## src/rtl/decode_pkg.sv

```systemverilog
// Shared definitions for the instruction-decode stage: opcode/funct values,
// the control bundle carried into EX, and immediate-extension helper.
package decode_pkg;

   localparam logic [31:0] PC_RESET_VALUE = 32'hffff_fffc;

   localparam logic [5:0] OP_RTYPE = 6'h00;
   localparam logic [5:0] OP_J     = 6'h02;
   localparam logic [5:0] OP_JAL   = 6'h03;
   localparam logic [5:0] OP_BEQ   = 6'h04;
   localparam logic [5:0] OP_BNE   = 6'h05;
   localparam logic [5:0] OP_ADDI  = 6'h08;
   localparam logic [5:0] OP_ADDIU = 6'h09;
   localparam logic [5:0] OP_SLTI  = 6'h0a;
   localparam logic [5:0] OP_SLTIU = 6'h0b;
   localparam logic [5:0] OP_ANDI  = 6'h0c;
   localparam logic [5:0] OP_ORI   = 6'h0d;
   localparam logic [5:0] OP_XORI  = 6'h0e;
   localparam logic [5:0] OP_LUI   = 6'h0f;
   localparam logic [5:0] OP_LW    = 6'h23;
   localparam logic [5:0] OP_SW    = 6'h2b;

   localparam logic [5:0] FN_SLL  = 6'h00;
   localparam logic [5:0] FN_SRL  = 6'h02;
   localparam logic [5:0] FN_SRA  = 6'h03;
   localparam logic [5:0] FN_JR   = 6'h08;
   localparam logic [5:0] FN_ADD  = 6'h20;
   localparam logic [5:0] FN_ADDU = 6'h21;
   localparam logic [5:0] FN_SUB  = 6'h22;
   localparam logic [5:0] FN_SUBU = 6'h23;
   localparam logic [5:0] FN_AND  = 6'h24;
   localparam logic [5:0] FN_OR   = 6'h25;
   localparam logic [5:0] FN_XOR  = 6'h26;
   localparam logic [5:0] FN_NOR  = 6'h27;
   localparam logic [5:0] FN_SLT  = 6'h2a;
   localparam logic [5:0] FN_SLTU = 6'h2b;

   typedef enum logic [3:0] {
      ALU_NONE, ALU_ADD, ALU_ADDU, ALU_SUB, ALU_SUBU, ALU_AND, ALU_OR, ALU_XOR,
      ALU_NOR, ALU_SLT, ALU_SLTU, ALU_SLL, ALU_SRL, ALU_SRA, ALU_LUI
   } alu_op_t;

   typedef struct packed {
      logic    reg_write;
      logic    mem_read;
      logic    mem_write;
      logic    alu_src;
      logic    branch;
      logic    branch_ne;
      logic    jump;
      logic    jump_reg;
      logic    link;
      alu_op_t alu_op;
   } ctrl_t;

   localparam ctrl_t CTRL_NOP = '0;

   // J/JAL carry their 26-bit target index zero-extended in the immediate.
   typedef enum logic [1:0] {IMM_SIGN, IMM_ZERO, IMM_UPPER, IMM_TARGET} imm_kind_t;

   function automatic logic [31:0] extend_imm(input logic [25:0] field, input imm_kind_t kind);
      logic [31:0] result;
      case (kind)
         IMM_ZERO:   result = {16'h0000, field[15:0]};
         IMM_UPPER:  result = {field[15:0], 16'h0000};
         IMM_TARGET: result = {6'b000000, field};
         default:    result = {{16{field[15]}}, field[15:0]};
      endcase
      return result;
   endfunction

endpackage

```

## src/rtl/decode_register_file.sv

```systemverilog
// 2-read/1-write GPR file with r0 fixed at zero and write-through bypass so a
// value being written back this cycle is seen by a same-cycle read.
module register_file
   import decode_pkg::*;
#(
   parameter int NUM_REGS = 32
) (
   input  logic        clk,
   input  logic        nrst,
   input  logic        we,
   input  logic [4:0]  waddr,
   input  logic [31:0] wdata,
   input  logic [4:0]  rs_addr,
   input  logic [4:0]  rt_addr,
   output logic [31:0] rs_data,
   output logic [31:0] rt_data
);

   logic [31:0] regs [NUM_REGS];

   always_ff @(posedge clk or negedge nrst) begin
      if (!nrst) begin
         for (int i = 0; i < NUM_REGS; i++) begin
            regs[i] <= '0;
         end
      end else if (we && waddr != 5'd0) begin
         regs[waddr] <= wdata;
      end
   end

   assign rs_data = (rs_addr == 5'd0) ? 32'd0 :
                    (we && waddr == rs_addr) ? wdata : regs[rs_addr];
   assign rt_data = (rt_addr == 5'd0) ? 32'd0 :
                    (we && waddr == rt_addr) ? wdata : regs[rt_addr];

endmodule

```

## src/rtl/decode.sv

```systemverilog
// Instruction-decode stage: decodes the IF/ID instruction, detects load-use
// hazards against the load now in ID/EX, and registers the ID/EX pipeline stage.
module decode
   import decode_pkg::*;
#(
   parameter int          NUM_REGS = 32,
   parameter logic [31:0] PC_RESET = PC_RESET_VALUE
) (
   input  logic        clk,
   input  logic        nrst,
   input  logic [31:0] pc_if,
   input  logic [31:0] instruction_if,
   input  logic        branch_taken_ex,
   input  logic        wb_we,
   input  logic [4:0]  wb_addr,
   input  logic [31:0] wb_data,
   output logic        stall,
   output logic [31:0] pc_id,
   output logic [31:0] rs_data_id,
   output logic [31:0] rt_data_id,
   output logic [31:0] imm_id,
   output logic [4:0]  rs_id,
   output logic [4:0]  rt_id,
   output logic [4:0]  dest_id,
   output logic [4:0]  shamt_id,
   output ctrl_t       ctrl_id,
   output logic        illegal_id
);

   logic [5:0]  opcode;
   logic [5:0]  funct;
   logic [4:0]  rs;
   logic [4:0]  rt;
   logic [4:0]  rd;
   logic [4:0]  shamt;
   logic [31:0] rs_data;
   logic [31:0] rt_data;

   ctrl_t       dec_ctrl;
   logic [4:0]  dec_dest;
   imm_kind_t   imm_kind;
   logic        dec_illegal;
   logic        uses_rt;
   logic        hazard;

   assign opcode = instruction_if[31:26];
   assign rs     = instruction_if[25:21];
   assign rt     = instruction_if[20:16];
   assign rd     = instruction_if[15:11];
   assign shamt  = instruction_if[10:6];
   assign funct  = instruction_if[5:0];

   register_file #(.NUM_REGS(NUM_REGS)) u_register_file (
      .clk     (clk),
      .nrst    (nrst),
      .we      (wb_we),
      .waddr   (wb_addr),
      .wdata   (wb_data),
      .rs_addr (rs),
      .rt_addr (rt),
      .rs_data (rs_data),
      .rt_data (rt_data)
   );

   always_comb begin
      dec_ctrl    = CTRL_NOP;
      dec_dest    = 5'd0;
      imm_kind    = IMM_SIGN;
      dec_illegal = 1'b0;
      case (opcode)
         OP_RTYPE: begin
            dec_dest           = rd;
            dec_ctrl.reg_write = 1'b1;
            case (funct)
               FN_ADD:  dec_ctrl.alu_op = ALU_ADD;
               FN_ADDU: dec_ctrl.alu_op = ALU_ADDU;
               FN_SUB:  dec_ctrl.alu_op = ALU_SUB;
               FN_SUBU: dec_ctrl.alu_op = ALU_SUBU;
               FN_AND:  dec_ctrl.alu_op = ALU_AND;
               FN_OR:   dec_ctrl.alu_op = ALU_OR;
               FN_XOR:  dec_ctrl.alu_op = ALU_XOR;
               FN_NOR:  dec_ctrl.alu_op = ALU_NOR;
               FN_SLT:  dec_ctrl.alu_op = ALU_SLT;
               FN_SLTU: dec_ctrl.alu_op = ALU_SLTU;
               FN_SLL:  dec_ctrl.alu_op = ALU_SLL;
               FN_SRL:  dec_ctrl.alu_op = ALU_SRL;
               FN_SRA:  dec_ctrl.alu_op = ALU_SRA;
               FN_JR: begin
                  dec_ctrl.reg_write = 1'b0;
                  dec_ctrl.jump      = 1'b1;
                  dec_ctrl.jump_reg  = 1'b1;
               end
               default: dec_illegal = 1'b1;
            endcase
         end
         OP_J: begin
            dec_ctrl.jump = 1'b1;
            imm_kind      = IMM_TARGET;
         end
         OP_JAL: begin
            dec_ctrl.jump      = 1'b1;
            dec_ctrl.link      = 1'b1;
            dec_ctrl.reg_write = 1'b1;
            dec_dest           = 5'd31;
            imm_kind           = IMM_TARGET;
         end
         OP_BEQ: begin
            dec_ctrl.branch = 1'b1;
            dec_ctrl.alu_op = ALU_SUB;
         end
         OP_BNE: begin
            dec_ctrl.branch    = 1'b1;
            dec_ctrl.branch_ne = 1'b1;
            dec_ctrl.alu_op    = ALU_SUB;
         end
         OP_ADDI, OP_ADDIU, OP_SLTI, OP_SLTIU, OP_ANDI, OP_ORI, OP_XORI, OP_LUI: begin
            dec_dest           = rt;
            dec_ctrl.reg_write = 1'b1;
            dec_ctrl.alu_src   = 1'b1;
            case (opcode)
               OP_ADDI:  dec_ctrl.alu_op = ALU_ADD;
               OP_ADDIU: dec_ctrl.alu_op = ALU_ADDU;
               OP_SLTI:  dec_ctrl.alu_op = ALU_SLT;
               OP_SLTIU: dec_ctrl.alu_op = ALU_SLTU;
               OP_ANDI: begin dec_ctrl.alu_op = ALU_AND; imm_kind = IMM_ZERO; end
               OP_ORI:  begin dec_ctrl.alu_op = ALU_OR;  imm_kind = IMM_ZERO; end
               OP_XORI: begin dec_ctrl.alu_op = ALU_XOR; imm_kind = IMM_ZERO; end
               default: begin dec_ctrl.alu_op = ALU_LUI; imm_kind = IMM_UPPER; end
            endcase
         end
         OP_LW: begin
            dec_dest           = rt;
            dec_ctrl.reg_write = 1'b1;
            dec_ctrl.mem_read  = 1'b1;
            dec_ctrl.alu_src   = 1'b1;
            dec_ctrl.alu_op    = ALU_ADDU;
         end
         OP_SW: begin
            dec_ctrl.mem_write = 1'b1;
            dec_ctrl.alu_src   = 1'b1;
            dec_ctrl.alu_op    = ALU_ADDU;
         end
         default: dec_illegal = 1'b1;
      endcase
      // The all-zero word is the fetch bubble, not a real SLL.
      if (instruction_if == 32'd0) begin
         dec_ctrl = CTRL_NOP;
      end
      if (dec_dest == 5'd0) begin
         dec_ctrl.reg_write = 1'b0;
      end
   end

   always_comb begin
      uses_rt = (opcode == OP_RTYPE) || (opcode == OP_SW) ||
                (opcode == OP_BEQ) || (opcode == OP_BNE);
      hazard  = ctrl_id.mem_read && (dest_id != 5'd0) &&
                ((dest_id == rs) || (uses_rt && (dest_id == rt)));
      stall   = nrst && hazard && !branch_taken_ex;
   end

   always_ff @(posedge clk or negedge nrst) begin
      if (!nrst) begin
         pc_id      <= PC_RESET;
         rs_data_id <= '0;
         rt_data_id <= '0;
         imm_id     <= '0;
         rs_id      <= '0;
         rt_id      <= '0;
         dest_id    <= '0;
         shamt_id   <= '0;
         ctrl_id    <= CTRL_NOP;
         illegal_id <= 1'b0;
      end else begin
         pc_id <= pc_if;
         if (branch_taken_ex || stall || dec_illegal) begin
            rs_data_id <= '0;
            rt_data_id <= '0;
            imm_id     <= '0;
            rs_id      <= '0;
            rt_id      <= '0;
            dest_id    <= '0;
            shamt_id   <= '0;
            ctrl_id    <= CTRL_NOP;
            illegal_id <= dec_illegal && !branch_taken_ex && !stall;
         end else begin
            rs_data_id <= rs_data;
            rt_data_id <= rt_data;
            imm_id     <= extend_imm(instruction_if[25:0], imm_kind);
            rs_id      <= rs;
            rt_id      <= rt;
            dest_id    <= dec_dest;
            shamt_id   <= shamt;
            ctrl_id    <= dec_ctrl;
            illegal_id <= 1'b0;
         end
      end
   end

endmodule

```

## config.mk

```make
export PLATFORM = sky130hd
export DESIGN_NAME = decode
export DESIGN_NICKNAME = d
export VERILOG_FILES = /design/src/rtl/decode_pkg.sv /design/src/rtl/decode_register_file.sv /design/src/rtl/decode.sv
export SDC_FILE = /design/constraint.sdc
export NUM_CORES = 2
export LEC_CHECK = 0
export ABC_AREA = 1
export BUFFER_PORTS_ARGS = -buffer_cell sky130_fd_sc_hd__buf_2
export CAP_MARGIN = 20
export CELL_PAD_IN_SITES_DETAIL_PLACEMENT = 1
export CELL_PAD_IN_SITES_GLOBAL_PLACEMENT = 2
export CORE_UTILIZATION = 33
export DETAILED_ROUTE_END_ITERATION = 16
export PLACE_DENSITY = 0.79
export SYNTH_ARGS = -nofsm -noshare
export SYNTH_HDL_FRONTEND = slang
export SYNTH_SLANG_ARGS = --single-unit
```

## constraint.sdc

```tcl
create_clock -name clk -period 1.6 [get_ports clk]
set_clock_uncertainty 0.1 [all_clocks]
set_input_delay 0.24 -clock clk [delete_from_list [all_inputs] [get_ports clk]]
set_output_delay 0.24 -clock clk [all_outputs]
set_load 0.03 [all_outputs]
```

==> results.toml <==
[global_routing]
grt_first_pass_wirelength_um = 468200
grt_start_max_net_pins = 127
number_of_antenna_violations_at_the_first_check_in_global_routing = 9
grt_remaining_overflow = 0
number_of_global_route_vias_before_repair = 69440
gr-usage-all-layers_pct = 31.71

[synth]
syn-mean-instance-area_um2 = 7.240
synth_top_area_share_pct = 44.95
postSynthCellCount = 8888
synth.yosys.seq_area_share_pct = 46.18
synth_commonest_cells = "nand2_1 (2834), o21ai_0 (1252), dfrtp_1 (1156), nand3_1 (879), inv_1 (697)"
synth-async-reset-ratio_pct = 100.0
yosys_register_bits = 1186
yosysWarningCount = 0
synth.cell_area_um2 = 64350
number_of_different_library_cells_in_the_post_synthesis_netlist = 46
net_count_synth = 8993
synth_top_cells_by_area = "dfrtp_1 (45%), nand2_1 (17%), o21ai_0 (9.7%)"
largest_area_contributor_in_the_netlist = "dfrtp_1"
edff_count_synth = 0
synth_top_flop_cell = "dfrtp_1"
synthMostInstantiatedCell = "nand2_1"

[routing]
detailroute.via_count = 67820
postRouteWirelength_um = 314800
met2_routed_length_um = 144100
detail_route.first_pass.iterations = 5
drc = 0
wl_per_cell_um = 25.88
dr_top_layer = "met4"
wl_met3_um = 21370
wl_met1_um = 136400
avgViaCountPerCell = 5.575
dr.first_iter.drc_count = 6461
detail-route-antenna-nets = 0

[place]
hpwlAfterDp_um = 204700
detailedPlace.worstSlack_ps = -787.5
globalplace.congestion = 0.9142
portBuffers = 267

[floorplanning]
ioPinCount = 268
placement_rows = 161
core_um2 = 193200
floorplan.initialDensity_pct = 33.31
fp.dieH_um = 443.6
chipWidth_um = 443.6
fp.dieArea_um2 = 196800

[worst_setup_path]
crit_start = "dest_id[3]$_DFF_PN0_"
cp.arrival_ps = 2270
worstSetupEndpointType = "output port"
critical_path_class = "reg -> out"
crit_required_ps = 1260
r2r_start = "dest_id[3]$_DFF_PN0_"
crit_path_start_kind = "flip-flop"
path_max_fanout = 4

[power]
p_leak_nw = 40.42
power.density_nw_per_um2 = 1118
peakVddDrop_mv = 1.114

[worst_hold_path]
worst_hold_class = "in -> reg"
worst_hold_startpoint = "instruction_if[25]"

[sta]
setup_violations = 293
unrepaired_setup_endpoints_after_global_routing = "yes"
final.setup.worst_slack_ps = -1014
fin_worst_hold_slack_ps = -25.19
maxSlewViolCount = 0
timing.slew.headroom_pct = 37.12
shortest_clock_period_the_worst_path_allows_after_layout_ps = 2614
hold_viol = 3
final.period_utilization_pct = 163.4
worstMarginPinSlew_ps = 943.2
clock.fmax_mhz = 382.6

[clocking]
maximum_root_to_sink_buffer_count = 3
cts.reportedPaths.clkPinSlew_ps = 60
numClockSinks = 1186
cts-buffers-inserted = 148
insertion_delay_ps = 820
cts.root.buffer_cell = "clkbuf_16"
clock_tree_from_tritoncts = "built"
cts_htree_levels = 4

[layout]
drive_above_1_share_pct = 17.04
synth_to_final_area_change_pct = 30.20
final_net_count = 9624

[outcome]
violations = "negative hold slack, negative setup slack"
outcome = "finished with violations"

[job]
cap_violations = 0
-- path summary, 6_finish.rpt --
check / endpoint / slack [ps] / cells after the start
setup / recovery: stall / -1010 / 8
hold / removal: rs_data_id[7]$_DFF_PN0_ / -30 / 6
setup reg to reg: rt_data_id[0]$_DFF_PN0_ / -630 / 12
hold reg to reg: u_register_file.regs[1010]$_DFFE_PN0P_ / 290 / 0
max in group asynchronous: u_register_file.regs[355]$_DFFE_PN0P_ / 230 / 4
min in group asynchronous: u_register_file.regs[872]$_DFFE_PN0P_ / 220 / 4
-- cell usage in the layout (no fill, tap or decap), types with 10 or more instances in the layout --
master and count:
o21ai_1 109, clkbuf_16 153, buf_2 94, nor2_2 51, o211ai_1 356, nand2_1 2824, nand4_1 11, dfstp_2 30
o21ai_0 1246, clkbuf_1 32, nor2_4 34, inv_1 692, dfrtp_1 1134, o221ai_1 10, bufinv_16 10, buf_6 181
inv_2 11, clkbuf_8 30, buf_12 296, nand2_4 27, dfrtp_2 22, dlygate4sd3_1 127, clkinv_2 24, nor2_1 239
or2_2 59, nand3_1 876, a21oi_1 310, buf_4 537
-- power by group --
part           internal (mW)  total [mW]  switching (mW)
registers               35.0        38.4            3.40
logic                   7.76        20.2            12.4
clock network           20.5        35.1            14.5
total                   63.3        93.6            30.3
-- kinds of logic (layout without fill, tap and decap cells) --
group,after synthesis,count (layout),share of synthesized area [%]
buffers and inverters,1487,2233,9.545
flip-flops,1186,1186,46.18
XOR/XNOR,4,4,0.05445
other,0,4,0
AND/OR/NAND/NOR,4161,4162,26.77
AO/OA/AOI/OAI,2050,2050,17.45
-- registers in the layout, summed over array words and instances (netlist names) --
name	flops
u_register_file.regs	1024
dest_id	5
rt_id	5
rs_id	5
pc_id	32
rt_data_id	32
ctrl_id	13
illegal_id	1
rs_data_id	32
shamt_id	5
imm_id	32
-- worst max-delay path, stage by stage, from the launching register on --
cell and delay, ps:
dfrtp_2 450, or2_4 240, a21oi_2 130, nand3_1 110, nand2_2 110, nand2_4 60, buf_6 120, nor2_4 100
buf_6 140
-- per-stage QoR --
step / utilization [%] / std cells / TNS, ps / total power [mW] / instance area (µm²)
final: 43.37 / 12170 / -83070 / 93.63 / 83780
after global placement: 39.11 / 11740 / -362740 / 56.88 / 75550
after detailed placement: 39.11 / 11740 / -391610 / 57.82 / 75550
after floorplan: - / 8888 / -5351 / 49.29 / 64580
after global routing: 43.37 / 12160 / -93260 / 98.10 / 83780
after CTS: 43.20 / 12160 / -79830 / 93.76 / 83470
-- metal layers --
metal | up-vias | track usage, %
met5 | - | 0
met4 | 0 | 12.07
met3 | 656 | 4.479
met2 | 2586 | 51.01
met1 | 34410 | 43.08
li1 | 30170 | -
-- area by class of cell --
cell class                      instances  area [µm²]
Sequential cell                      1186       29740
Clock buffer                          215        4362
Clock inverter                         51       591.8
Antenna cell                            4       10.01
Inverter                              713        2719
Tap cell                             2526        3161
Fill cell                           23210      109400
Multi-Input combinational cell       6216       29100
Timing Repair Buffer                 1254       14100
-- repair_timing --
item                       4_1_cts  5_1_grt
setup buffers                   17        6
resized for setup              405       85
hold endpoints to repair      1990        3
hold buffers                   130        2
gates cloned                     9        0
pin swaps                        7        6
setup endpoints to repair      293      307
Note: power is estimated with default switching activity, not from simulation.
